**config.mk**
```make
export PLATFORM = sky130hd
export DESIGN_NAME = deserializer_flat
export DESIGN_NICKNAME = d
export VERILOG_FILES = /design/src/rtl/deserializer_if.sv /design/src/rtl/deserializer.sv /design/src/flat_wrapper.sv
export SDC_FILE = /design/constraint.sdc
export NUM_CORES = 1
export LEC_CHECK = 0
export BUFFER_PORTS_ARGS = -buffer_cell sky130_fd_sc_hd__buf_2
export CAP_MARGIN = 20
export CORE_UTILIZATION = 58
export DETAILED_ROUTE_END_ITERATION = 10
export PLACE_DENSITY = 0.82
export SKIP_LAST_GASP = 1
export SYNTH_ARGS = -nofsm -noshare
export SYNTH_HDL_FRONTEND = slang
export SYNTH_SLANG_ARGS = --single-unit
```
**constraint.sdc**
```tcl
create_clock -name i_clk -period 2.6 [get_ports i_clk]
set_input_delay 0.52 -clock i_clk [delete_from_list [all_inputs] [get_ports i_clk]]
set_output_delay 0.52 -clock i_clk [all_outputs]
set_load 0.1 [all_outputs]
```
**src/rtl/deserializer_if.sv**
```systemverilog
// deserializer_if
//   Groups the serial-side and word-side handshake signals of the
//   deserializer into one bundle.
//
//   Serial side : i_en, i_din, i_din_valid (towards the deserializer),
//                 o_ready (back to the serial source).
//   Word side   : ov_dout, o_dout_valid (towards downstream),
//                 i_ready (back from downstream).
//   Status      : ov_bit_count, bits collected in the current partial word.
//
//   Modports:
//     slave  - the deserializer itself.
//     master - whoever drives the serial stream and consumes the words.
//
//   LENGTH must match the LENGTH of the deserializer it is connected to.
interface deserializer_if #(
  parameter int LENGTH = 24
);
  localparam int CNT_BITS = $clog2(LENGTH);

  logic                i_en;
  logic                i_din;
  logic                i_din_valid;
  logic                o_ready;
  logic [LENGTH-1:0]   ov_dout;
  logic                o_dout_valid;
  logic                i_ready;
  logic [CNT_BITS-1:0] ov_bit_count;

  modport slave (
    input  i_en,
    input  i_din,
    input  i_din_valid,
    input  i_ready,
    output o_ready,
    output ov_dout,
    output o_dout_valid,
    output ov_bit_count
  );

  modport master (
    output i_en,
    output i_din,
    output i_din_valid,
    output i_ready,
    input  o_ready,
    input  ov_dout,
    input  o_dout_valid,
    input  ov_bit_count
  );
endinterface

```
**src/rtl/deserializer.sv**
```systemverilog
// deserializer
//   Receive-side counterpart of the serializer in the FIR filter datapath.
//   Collects a serial bit stream, LSB first, into LENGTH-bit words and
//   hands each word downstream through a single output holding register
//   with a valid/ready handshake.
//
//   Ports:
//     i_clk    - rising-edge clock.
//     i_rst_n  - asynchronous active-low reset; clears all state.
//     bus      - deserializer_if.slave:
//                i_en / i_din / i_din_valid / o_ready : serial input side,
//                ov_dout / o_dout_valid / i_ready     : word output side,
//                ov_bit_count                         : partial-word count.
//
//   The bits of the next word may be collected while the previous word
//   still waits in the holding register; only the final bit of a word is
//   held off (o_ready low) until the holding register has been emptied.
module deserializer #(
  parameter int LENGTH = 24
) (
  input logic           i_clk,
  input logic           i_rst_n,
  deserializer_if.slave bus
);

  localparam int                  CNT_BITS = $clog2(LENGTH);
  localparam logic [CNT_BITS-1:0] LAST_IDX = CNT_BITS'(LENGTH - 1);

  logic [LENGTH-1:0]   shift_q;
  logic [LENGTH-1:0]   shift_d;
  logic [LENGTH-1:0]   dout_q;
  logic [LENGTH-1:0]   dout_d;
  logic                dout_valid_q;
  logic                dout_valid_d;
  logic [CNT_BITS-1:0] cnt_q;
  logic [CNT_BITS-1:0] cnt_d;

  logic                last_bit;
  logic                ready;
  logic                acc;
  logic [LENGTH-1:0]   shifted;

  // Ready depends on state only, so the serial source never sees a
  // combinational path from the downstream i_ready.
  always_comb begin
    last_bit = (cnt_q == LAST_IDX);
    ready    = ~(last_bit & dout_valid_q);
    acc      = bus.i_en & bus.i_din_valid & ready;
    // New bit enters at the top; after LENGTH shifts bit k sits at index k.
    shifted  = {bus.i_din, shift_q[LENGTH-1:1]};
  end

  always_comb begin
    shift_d      = shift_q;
    cnt_d        = cnt_q;
    dout_d       = dout_q;
    dout_valid_d = dout_valid_q;

    if (dout_valid_q && bus.i_ready) begin
      dout_valid_d = 1'b0;
    end

    if (acc) begin
      shift_d = shifted;
      if (last_bit) begin
        // Completion only happens with an empty holding register (ready
        // blocks it otherwise), so this never overwrites a pending word.
        cnt_d        = '0;
        dout_d       = shifted;
        dout_valid_d = 1'b1;
      end else begin
        cnt_d = cnt_q + CNT_BITS'(1);
      end
    end
  end

  always_ff @(posedge i_clk or negedge i_rst_n) begin
    if (!i_rst_n) begin
      shift_q      <= '0;
      cnt_q        <= '0;
      dout_q       <= '0;
      dout_valid_q <= 1'b0;
    end else begin
      shift_q      <= shift_d;
      cnt_q        <= cnt_d;
      dout_q       <= dout_d;
      dout_valid_q <= dout_valid_d;
    end
  end

  assign bus.o_ready      = ready;
  assign bus.ov_dout      = dout_q;
  assign bus.o_dout_valid = dout_valid_q;
  assign bus.ov_bit_count = cnt_q;

endmodule

```
**src/flat_wrapper.sv**
```systemverilog
// flat-port wrapper written by rule: the top's interface ports become plain ports
module deserializer_flat 
#(
  parameter int LENGTH = 24
)
  (i_clk, i_rst_n, bus_i_en, bus_i_din, bus_i_din_valid, bus_i_ready, bus_o_ready, bus_ov_dout, bus_o_dout_valid, bus_ov_bit_count);
  deserializer_if #(.LENGTH(LENGTH)) bus_i ();
  input logic i_clk;
  input logic i_rst_n;
  input wire logic [$bits(bus_i.i_en)-1:0] bus_i_en;
  input wire logic [$bits(bus_i.i_din)-1:0] bus_i_din;
  input wire logic [$bits(bus_i.i_din_valid)-1:0] bus_i_din_valid;
  input wire logic [$bits(bus_i.i_ready)-1:0] bus_i_ready;
  output wire logic [$bits(bus_i.o_ready)-1:0] bus_o_ready;
  output wire logic [$bits(bus_i.ov_dout)-1:0] bus_ov_dout;
  output wire logic [$bits(bus_i.o_dout_valid)-1:0] bus_o_dout_valid;
  output wire logic [$bits(bus_i.ov_bit_count)-1:0] bus_ov_bit_count;
  assign bus_i.i_en = bus_i_en;
  assign bus_i.i_din = bus_i_din;
  assign bus_i.i_din_valid = bus_i_din_valid;
  assign bus_i.i_ready = bus_i_ready;
  assign bus_o_ready = bus_i.o_ready;
  assign bus_ov_dout = bus_i.ov_dout;
  assign bus_o_dout_valid = bus_i.o_dout_valid;
  assign bus_ov_bit_count = bus_i.ov_bit_count;
  deserializer #(.LENGTH(LENGTH)) u_core (.i_clk(i_clk), .i_rst_n(i_rst_n), .bus(bus_i));
endmodule
```
Word level (Yosys, flattened, before mapping)
Cells that the tools add are included.
{ "totals": {"output_inout_bits": 31, "register_bits": 54, "input_bits": 6} }
{ "classes": {"add_sub_neg": 1, "bitwise_logic": 4, "n_reduce_logical": 2, "n_mux": 4, "eq_ne": 1} }
{ "op_table": {"columns": ["operator", "count"], "rows": [
  ["adder 5 x 1 -> 5 bit (second input constant)", 1],
  ["equality test 5 bit (second input constant)", 1],
  ["2-to-1 mux 5 bit", 1],
  ["AND 1 bit", 3],
  ["2-to-1 mux 1 bit", 3],
  ["AND reduction 2 bit", 1],
  ["logical AND 1 bit", 1],
  ["NOT 1 bit", 1]
]} }

Depth between registers and ports, before layout
Gate-level depths: netlist of run 1.
{ "depth": {"word_depth": 5, "ltp_mapped": 6, "mapped_depth_nobuf": 4} }

Worst setup path after synthesis of run 1
OpenSTA, ideal clock, no wires.
{ "synth_path": {"kind": "reg-to-output", "start": "reg u_core.cnt_q[0] (netlist: u_core.bus.ov_bit_count[0])", "end": "out bus_o_ready", "n_path_buf": 0, "setup_slack_ns": 0.046, "arrival_time_ns": 2.034, "stages_incl_launch_ff": 4, "cell_sequence": "dfrtp_1 -> ha_1 -> and3_1 -> nand2_1"} }
{ "synth_via": {"elab_chain_len": 3} }
{ "synth_rtl": {"columns": ["item", "line", "source"], "rows": [
  ["from (decl)", "deserializer.sv:35", "logic [CNT_BITS-1:0] cnt_q;"],
  ["from (signal assigned)", "deserializer.sv:85", "cnt_q <= cnt_d;"],
  ["equality test 5 bit", "deserializer.sv:46", "last_bit = (cnt_q == LAST_IDX);"],
  ["AND 1 bit", "deserializer.sv:47", "ready = ~(last_bit & dout_valid_q);"],
  ["NOT 1 bit", "deserializer.sv:47", null],
  ["to (decl)", "flat_wrapper.sv:14", "output wire logic [$bits(bus_i.o_ready)-1:0] bus_o_ready;"]
]} }
No other way between the ends.

Final worst setup path of run 1
Ends and elaborated chain as after synthesis.

==> results.py, run 1 <==
metrics = {
    "layout": {
        "multi_input_area_um2": 694,
        "layout-drive-gt1-share": 0.555,
        "synthToLayoutAreaGrowth_pct": 14.3,
        "final_util": 0.702,
        "seq_area_mm2": 0.00133,
        "num_antenna_cells": 0,
        "finalNetCount": 179,
        "fill_cells": 267,
    },
    "route": {
        "wire_per_inst_um": 14.7,
        "drtPass1Iterations": 4,
        "wl_met1_mm": 1.48,
        "vias": 1169,
        "drt_iter0_drc": 74,
        "drcViolationCount": 0,
        "dr_wl_met3_um": 171,
        "vias_per_cell": 5.34,
        "routed_wl_mm": 3.23,
        "highest_layer": "met4",
        "ant_nets": 0,
        "wl_met2_mm": 1.56,
    },
    "clock_network": {
        "clk_pin_slew_ns": 0.14,
        "h-tree-depth": 2,
        "post-cts-setup-buffer-count": 0,
        "cts_max_path_buffers": 2,
        "cts_root_buf": "clkbuf_4",
        "cts_tree": "built",
        "clock_latency_ns": 0.36,
        "cts_buffers": 5,
        "ctsHoldBuffers": 0,
        "cts.sinks": 53,
        "cts_resized": 0,
    },
    "place": {
        "portBuffers": 36,
        "hpwlAfterDp_mm": 2.30,
        "place.gp.congestion": 0.785,
    },
    "critical_path": {
        "critical_path_class": "register to output port",
        "r2r_start": "u_core.bus.ov_bit_count[0]$_DFFE_PN0P_",
        "end_kind": "output port",
        "ff2ff_setup_slack_ns": 0.59,
        "r2r_cells": 5,
        "cp_max_fo": 5,
        "required_ns": 2.08,
        "startpoint_type": "register",
        "r2r_end": "u_core.shift_q[10]$_DFFE_PN0P_",
        "arrival_ns": 1.75,
    },
    "logic_synthesis": {
        "synth_top_family_by_area": "multiplexers",
        "synth_fp_nets": 137,
        "yosysWarningCount": 0,
        "synth_compound_area_frac": 0.0278,
        "synthXorXnorAreaFrac": 0,
        "synthSimpleGateAreaFrac": 0.0406,
        "synth_cells": 130,
        "synth-seq-cells": 53,
        "synthMuxAreaShare": 0.262,
        "yosysSeqAreaShare": 0.642,
        "avgSynthCellArea_um2": 15.9,
        "yosys.area_share.adder": 0.00605,
        "synth_area_mm2": 0.00207,
        "synth.distinct_cells": 22,
    },
    "floorplan": {
        "die_x_um": 61.7,
        "rows": 21,
        "pin_count": 37,
        "core_mm2": 0.00336,
        "die_area_mm2": 0.00381,
        "initial_core_util": 0.615,
        "die_h_um": 61.7,
    },
    "sta": {
        "drv_slew": 0,
        "worstMarginPinSlew_ns": 0.934,
        "relSlewSlack": 0.377,
        "fmaxAchievable_mhz": 440,
        "setup_viol": 0,
        "grt_setup_unrepaired": "false",
        "post-route-min-period_ns": 2.27,
        "fin_worst_skew_ns": 0.00862,
        "post-route-period-util": 0.875,
        "final.setup.tns_ns": 0,
        "hold_viol": 0,
    },
    "global_route": {
        "grt_first_pass_wirelength_mm": 5.35,
        "grt_pass1_vias": 1172,
        "antenna_found_initial": 0,
        "overflow": 0,
        "grt_usage": 0.197,
        "grt_max_degree": 45,
    },
    "power": {
        "cellLeakagePower_nw": 1.26,
        "peakVddDrop_v": 0.000530,
        "power.density_mw_per_mm2": 1000,
    },
    "hold_path": {
        "hold_path_class": "primary input to async pin",
    },
    "job": {
        "cap_violations": 0,
    },
    "run_status": {
        "status": "completed",
    },
}
layer usage:
| layer | GRT usage | up-vias |
|---|---|---|
| li1 | - | 548 |
| met5 | 0 | - |
| met2 | 0.321 | 36 |
| met4 | 0.0540 | 0 |
| met1 | 0.258 | 581 |
| met3 | 0.0621 | 4 |
kinds of logic (layout without fill, tap and decap cells):
logic type      after synthesis  count (layout)
compound gates                9               9
fa+ha+maj                     1               1
buf+inv                       6              49
flops                        53              53
mux                          48              48
simple gates                 13              13
flip-flops by register name, summed over array words and instances, names as in the netlist:
register and count:
u_core.bus.o_dout_valid 1, u_core.bus.ov_bit_count 5, u_core.bus.ov_dout 24, u_core.shift_q 23
worst max-delay path: stages (launching register included):
cell and delay [ns]:
dfrtp_1 0.44, ha_1 0.27, and3_1 0.21, nand2_1 0.06
buf_2 0.42
final cells by class:
type | count | share of cell area
Inverter | 1 | 0.00159
Clock inverter | 1 | 0.00212
Tap cell | 46 | 0.0244
Timing Repair Buffer | 40 | 0.0890
Sequential cell | 53 | 0.561
Clock buffer | 7 | 0.0275
Multi-Input combinational cell | 71 | 0.294
how the worst max path moves through the flow:
stage                                                 from                             end  slack (ns)  depth (start not counted)
finish              u_core.bus.ov_bit_count[0]$_DFFE_PN0P_                     bus_o_ready        0.33                          4
global route        u_core.bus.ov_bit_count[0]$_DFFE_PN0P_                     bus_o_ready        0.20                          4
CTS                 u_core.bus.ov_bit_count[0]$_DFFE_PN0P_                     bus_o_ready        0.31                          4
detailed placement  u_core.bus.ov_bit_count[0]$_DFFE_PN0P_   u_core.shift_q[2]$_DFFE_PN0P_        0.61                          5
global placement    u_core.bus.ov_bit_count[0]$_DFFE_PN0P_  u_core.shift_q[12]$_DFFE_PN0P_        0.70                          5
floorplan           u_core.bus.ov_bit_count[0]$_DFFE_PN0P_                     bus_o_ready        0.05                          3
layout by cell type (no fill, tap or decap), types with 2 or more instances in the layout:
| cell | instances |
|---|---|
| dfrtp_1 | 53 |
| mux2_2 | 47 |
| buf_2 | 36 |
| clkbuf_4 | 5 |
| buf_4 | 4 |
| o21ai_0 | 3 |
| nand2_1 | 2 |
| nand3_1 | 2 |
| a21o_1 | 2 |
| nor2_1 | 2 |
| nand4_1 | 2 |
| a21oi_1 | 2 |
| clkbuf_8 | 2 |
cells in the mapped netlist:
library cell,count,area (um^2)
nor2b_1,1,6.26
and2_1,1,6.26
buf_2,1,5.00
nor2_1,2,7.51
nand4_1,2,12.5
buf_4,2,15.0
ha_1,1,12.5
mux2_2,47,529
buf_6,2,22.5
nand2_1,2,7.51
nand3_1,2,10.0
and3_1,1,6.26
o41ai_1,1,8.76
o2bb2ai_1,1,8.76
mux2_1,1,11.3
dfrtp_1,53,1330
nor4_4,1,21.3
a21o_1,2,15.0
nand2b_1,1,6.26
inv_1,1,3.75
a21oi_1,2,10.0
o21ai_0,3,15.0
report_power, final:
group	internal, mW	switching [mW]	leakage [nW]
sequential	1.00	0.151	0.705
clock	0.157	0.233	0.0413
combinational	0.199	0.628	0.511
total	1.36	1.01	1.26
metrics by stage:
stage | total power, mW | area, um^2 | instances | hold slack [ns] | setup slack [ns]
after floorplan | 1.83 | 2070 | 130 | 0.224 | 0.0461
after global placement | 1.97 | 2290 | 211 | 0.464 | 0.696
after detailed placement | 2.00 | 2290 | 211 | 0.471 | 0.615
after CTS | 2.39 | 2360 | 219 | 0.294 | 0.308
after global routing | 2.49 | 2360 | 219 | 0.334 | 0.203
final | 2.37 | 2360 | 219 | 0.288 | 0.326
Power figures use the tool's default switching activity.
==> run 2: changes to the inputs <==
Settings changed: PLACE_DENSITY 0.82 to not set, PLACE_DENSITY_LB_ADDON set to 0.12.
==> run 2 against run 1 <==
Sequential power is essentially flat. Sequential cell count did not move. Register-to-register slack better by 0.19 ns. Non-clock buffer count stayed put. Critical path depth unchanged. Routed wire length shrank 5.1%. Setup slack lost 0.0069 ns. First-iteration DRC count decreased by 39%. Fmax fell by 0.30%. Largest cell class unchanged. Highest routed layer unchanged.
==> results.py, run 2 (synthesis gave the netlist of run 1 again) <==
metrics = {
    "route": {
        "vias": 1185,
        "drt_iter0_drc": 45,
        "drtPass1Iterations": 4,
        "routed_wl_mm": 3.06,
        "drcViolationCount": 0,
        "wire_per_inst_um": 14.0,
        "vias_per_cell": 5.41,
        "ant_nets": 0,
    },
    "clock_network": {
        "post-cts-setup-buffer-count": 0,
        "cts_max_path_buffers": 2,
        "clock_latency_ns": 0.36,
        "cts_buffers": 5,
        "cts_resized": 0,
        "ctsHoldBuffers": 0,
        "cts_tree": "built",
        "clk_pin_slew_ns": 0.14,
        "cts.sinks": 53,
        "h-tree-depth": 2,
        "cts_root_buf": "clkbuf_4",
    },
    "power": {
        "power.density_mw_per_mm2": 986,
        "cellLeakagePower_nw": 1.25,
        "power_mw": 2.31,
        "peakVddDrop_v": 0.000522,
    },
    "critical_path": {
        "startpoint_type": "register",
        "slowest_stage": "dfrtp_1",
        "path_cells": "ha_1 > and3_1 > nand2_1 > buf_2",
        "r2r_start": "u_core.bus.ov_bit_count[0]$_DFFE_PN0P_",
        "r2r_cells": 5,
        "ff2ff_setup_slack_ns": 0.78,
        "r2r_end": "u_core.shift_q[13]$_DFFE_PN0P_",
        "required_ns": 2.08,
        "end_kind": "output port",
        "startpoint": "u_core.bus.ov_bit_count[0]$_DFFE_PN0P_",
        "critical_path_class": "register to output port",
        "path_buf_inv": 1,
        "cpPeakStageDelay_ns": 0.44,
        "crit_family": "flip-flops",
        "arrival_ns": 1.76,
        "cp_max_fo": 5,
    },
    "global_route": {
        "overflow": 0,
        "grt_first_pass_wirelength_mm": 5.10,
        "grt_max_degree": 34,
        "grt_usage": 0.190,
        "grt_pass1_vias": 1134,
        "antenna_found_initial": 0,
    },
    "floorplan": {
        "die_h_um": 61.7,
        "rows": 21,
        "die_x_um": 61.7,
        "initial_core_util": 0.615,
        "core_mm2": 0.00336,
        "die_area_mm2": 0.00381,
        "pin_count": 37,
    },
    "sta": {
        "worst_slack_ns": 0.319,
        "fmaxAchievable_mhz": 438,
        "fin_worst_skew_ns": 0.00720,
        "whs_ns": 0.0778,
        "final.setup.tns_ns": 0,
        "grt_setup_unrepaired": "false",
        "hold_viol": 0,
        "drv_slew": 0,
        "setup_viol": 0,
        "post-route-period-util": 0.877,
        "worstMarginPinSlew_ns": 0.497,
        "relSlewSlack": 0.671,
        "post-route-min-period_ns": 2.28,
    },
    "layout": {
        "final_util": 0.698,
        "fill_cells": 266,
        "multi_input_area_um2": 694,
        "instances_no_fill": 219,
        "num_antenna_cells": 0,
        "layout-drive-gt1-share": 0.555,
        "mostFrequentLayoutCells": "dfrtp_1, mux2_2, buf_2, clkbuf_4, buf_4",
        "finalNetCount": 179,
        "fin_area_mm2": 0.00235,
        "seq_area_mm2": 0.00133,
        "largest_register_ffs": 24,
        "synthToLayoutAreaGrowth_pct": 13.6,
        "mostFrequentLayoutCell": "dfrtp_1",
    },
    "place": {
        "hpwlAfterDp_mm": 2.17,
        "place.gp.congestion": 0.680,
        "dp_cells": 211,
        "place_area_mm2": 0.00229,
        "portBuffers": 36,
        "pre_cts_ws_ns": 0.727,
    },
    "run_status": {
        "status": "completed",
    },
    "job": {
        "cap_violations": 0,
    },
    "hold_path": {
        "hold_path_class": "primary input to async pin",
    },
}
==> run 2: final cells by class <==
cell class,count,area share
flip-flops and latches,53,0.565
multi-input cells,71,0.296
clock buffers,5,0.0160
clock inverters,3,0.00746
inverters,1,0.00160
repair buffers,40,0.0896
well taps,46,0.0245
==> run 2: how the worst max path moves through the flow <==
stage               cells past startpoint  slack (ns)          end
finish                                  4        0.32  bus_o_ready
global route                            4        0.21  bus_o_ready
CTS                                     4        0.30  bus_o_ready
detailed placement                      4        0.73  bus_o_ready
global placement                        4        0.77  bus_o_ready
floorplan                               3        0.05  bus_o_ready
==> run 2: where the power goes <==
group	switching [mW]	leakage (nW)	internal, mW
Combinational	0.625	0.512	0.199
Sequential	0.141	0.705	1.00
Clock	0.244	0.0310	0.103
Total	1.01	1.25	1.30
==> run 2: per-layer routing <==
layer | GRT usage | routed length, um
met5 | 0 | 0
met4 | 0.0762 | 49
met3 | 0.0683 | 142
met2 | 0.310 | 1560
met1 | 0.232 | 1310
==> run 3: changes to the inputs <==
Settings changed: CELL_PAD_IN_SITES_DETAIL_PLACEMENT set to 0, CELL_PAD_IN_SITES_GLOBAL_PLACEMENT set to 1, CORE_UTILIZATION 58 to 48.
==> run 3 against run 2 <==
Global-route usage fell by 3.2 points. Clock power rose by 24%. Clock-buffer cell count rose by 3. Fmax rose by 3.6%. Register-to-register slack barely moved. Sequential share of layout area fell by 0.89 points. Non-clock buffer count rose by 1. Worst hold slack improved by 0.24 ns. Critical path depth did not move. Sequential cell count did not move. Largest power group unchanged.
==> results.py, run 3 (synthesis gave the netlist of run 1 again) <==
metrics = {
    "place": {
        "portBuffers": 36,
        "place.gp.congestion": 0.745,
        "hpwlAfterDp_mm": 2.22,
        "pre_cts_ws_ns": 0.732,
    },
    "sta": {
        "post-route-period-util": 0.847,
        "fmaxAchievable_mhz": 454,
        "hold_viol": 0,
        "relSlewSlack": 0.440,
        "final.setup.tns_ns": 0,
        "fin_worst_skew_ns": 0.00607,
        "whs_ns": 0.320,
        "worst_slack_ns": 0.398,
        "worstMarginPinSlew_ns": 0.840,
        "drv_slew": 0,
        "post-route-min-period_ns": 2.20,
        "setup_viol": 0,
        "grt_setup_unrepaired": "false",
    },
    "global_route": {
        "grt_pass1_vias": 1100,
        "grt_usage": 0.159,
        "grt_first_pass_wirelength_mm": 5.08,
        "antenna_found_initial": 0,
        "grt_max_degree": 41,
        "overflow": 0,
    },
    "floorplan": {
        "die_h_um": 67.6,
        "rows": 23,
        "die_x_um": 67.6,
        "pin_count": 37,
        "die_area_mm2": 0.00457,
        "initial_core_util": 0.509,
        "core_mm2": 0.00406,
    },
    "run_status": {
        "status": "completed",
    },
    "clock_network": {
        "cts_root_buf": "clkbuf_8",
        "cts_buffers": 5,
        "cts_max_path_buffers": 2,
        "clock_latency_ns": 0.30,
        "post-cts-setup-buffer-count": 0,
        "cts_resized": 0,
        "cts_tree": "built",
        "cts.sinks": 53,
        "ctsHoldBuffers": 0,
        "h-tree-depth": 2,
        "clk_pin_slew_ns": 0.09,
    },
    "power": {
        "peakVddDrop_v": 0.000538,
        "power_mw": 2.40,
        "cellLeakagePower_nw": 1.26,
        "power.density_mw_per_mm2": 1000,
    },
    "layout": {
        "layout-drive-gt1-share": 0.540,
        "largest_register_ffs": 24,
        "synthToLayoutAreaGrowth_pct": 15.4,
        "num_antenna_cells": 0,
        "mostFrequentLayoutCells": "dfrtp_1, mux2_2, buf_2, clkbuf_8, buf_4",
        "mostFrequentLayoutCell": "dfrtp_1",
        "finalNetCount": 180,
    },
    "critical_path": {
        "arrival_ns": 1.68,
        "r2r_end": "u_core.shift_q[15]$_DFFE_PN0P_",
        "end_kind": "output port",
        "critical_path_class": "register to output port",
        "ff2ff_setup_slack_ns": 0.78,
        "cp_max_fo": 5,
        "startpoint": "u_core.bus.ov_bit_count[0]$_DFFE_PN0P_",
        "startpoint_type": "register",
        "r2r_cells": 5,
        "required_ns": 2.08,
        "r2r_start": "u_core.bus.ov_bit_count[0]$_DFFE_PN0P_",
    },
    "job": {
        "cap_violations": 0,
    },
    "route": {
        "vias": 1155,
        "vias_per_cell": 5.16,
        "ant_nets": 0,
        "drtPass1Iterations": 4,
        "drcViolationCount": 0,
        "wire_per_inst_um": 14.4,
        "routed_wl_mm": 3.23,
        "drt_iter0_drc": 54,
    },
    "hold_path": {
        "hold_path_class": "primary input to async pin",
    },
}
## run 3: cell types whose count changed in the layout (fill, tap and decap cells not counted)
cell / before / now
clkinv_2: 2 / 0
clkinvlp_4: 1 / 0
buf_4: 4 / 5
clkbuf_8: 0 / 5
clkbuf_1: 0 / 3
clkbuf_4: 5 / 0
## run 3: how the worst max path moves through the flow
stage	to	slack (ns)
floorplan	bus_o_ready	0.05
global placement	bus_o_ready	0.77
detailed placement	bus_o_ready	0.73
CTS	bus_o_ready	0.39
global route	bus_o_ready	0.31
finish	bus_o_ready	0.40
## run 3: where the power goes
part           internal (mW)  total (mW)  leakage [nW]  switching, mW
clock network          0.192       0.429        0.0395          0.237
logic                  0.199       0.823         0.517          0.624
registers               1.00        1.14         0.705          0.141
## run 3: worst max-delay path: stages (launching register included)
cell	delay (ns)
dfrtp_1	0.42
ha_1	0.26
and3_1	0.21
nand2_1	0.06
buf_2	0.42
## run 3: final cells by class
cell class	instances	area, um^2
fillers	328	1670
repair buffers	41	218
flip-flops and latches	53	1330
well taps	50	62.6
multi-input cells	71	694
inverters	1	3.75
clock buffers	8	80.1
## run 3: routing by layer
| layer | up-vias | track usage | wire length, um |
|---|---|---|---|
| met5 | - | 0 | 0 |
| met4 | 0 | 0.0718 | 46 |
| met3 | 5 | 0.0557 | 150 |
| met2 | 24 | 0.248 | 1510 |
| met1 | 577 | 0.197 | 1520 |
| li1 | 549 | - | - |
## run 3: per-stage QoR
step / cell area, um^2 / instances / util
after floorplan: 2070 / 130 / -
after global routing: 2380 / 224 / 0.588
after CTS: 2380 / 224 / 0.588
after detailed placement: 2300 / 216 / 0.568
final: 2380 / 224 / 0.588
after global placement: 2300 / 216 / 0.568
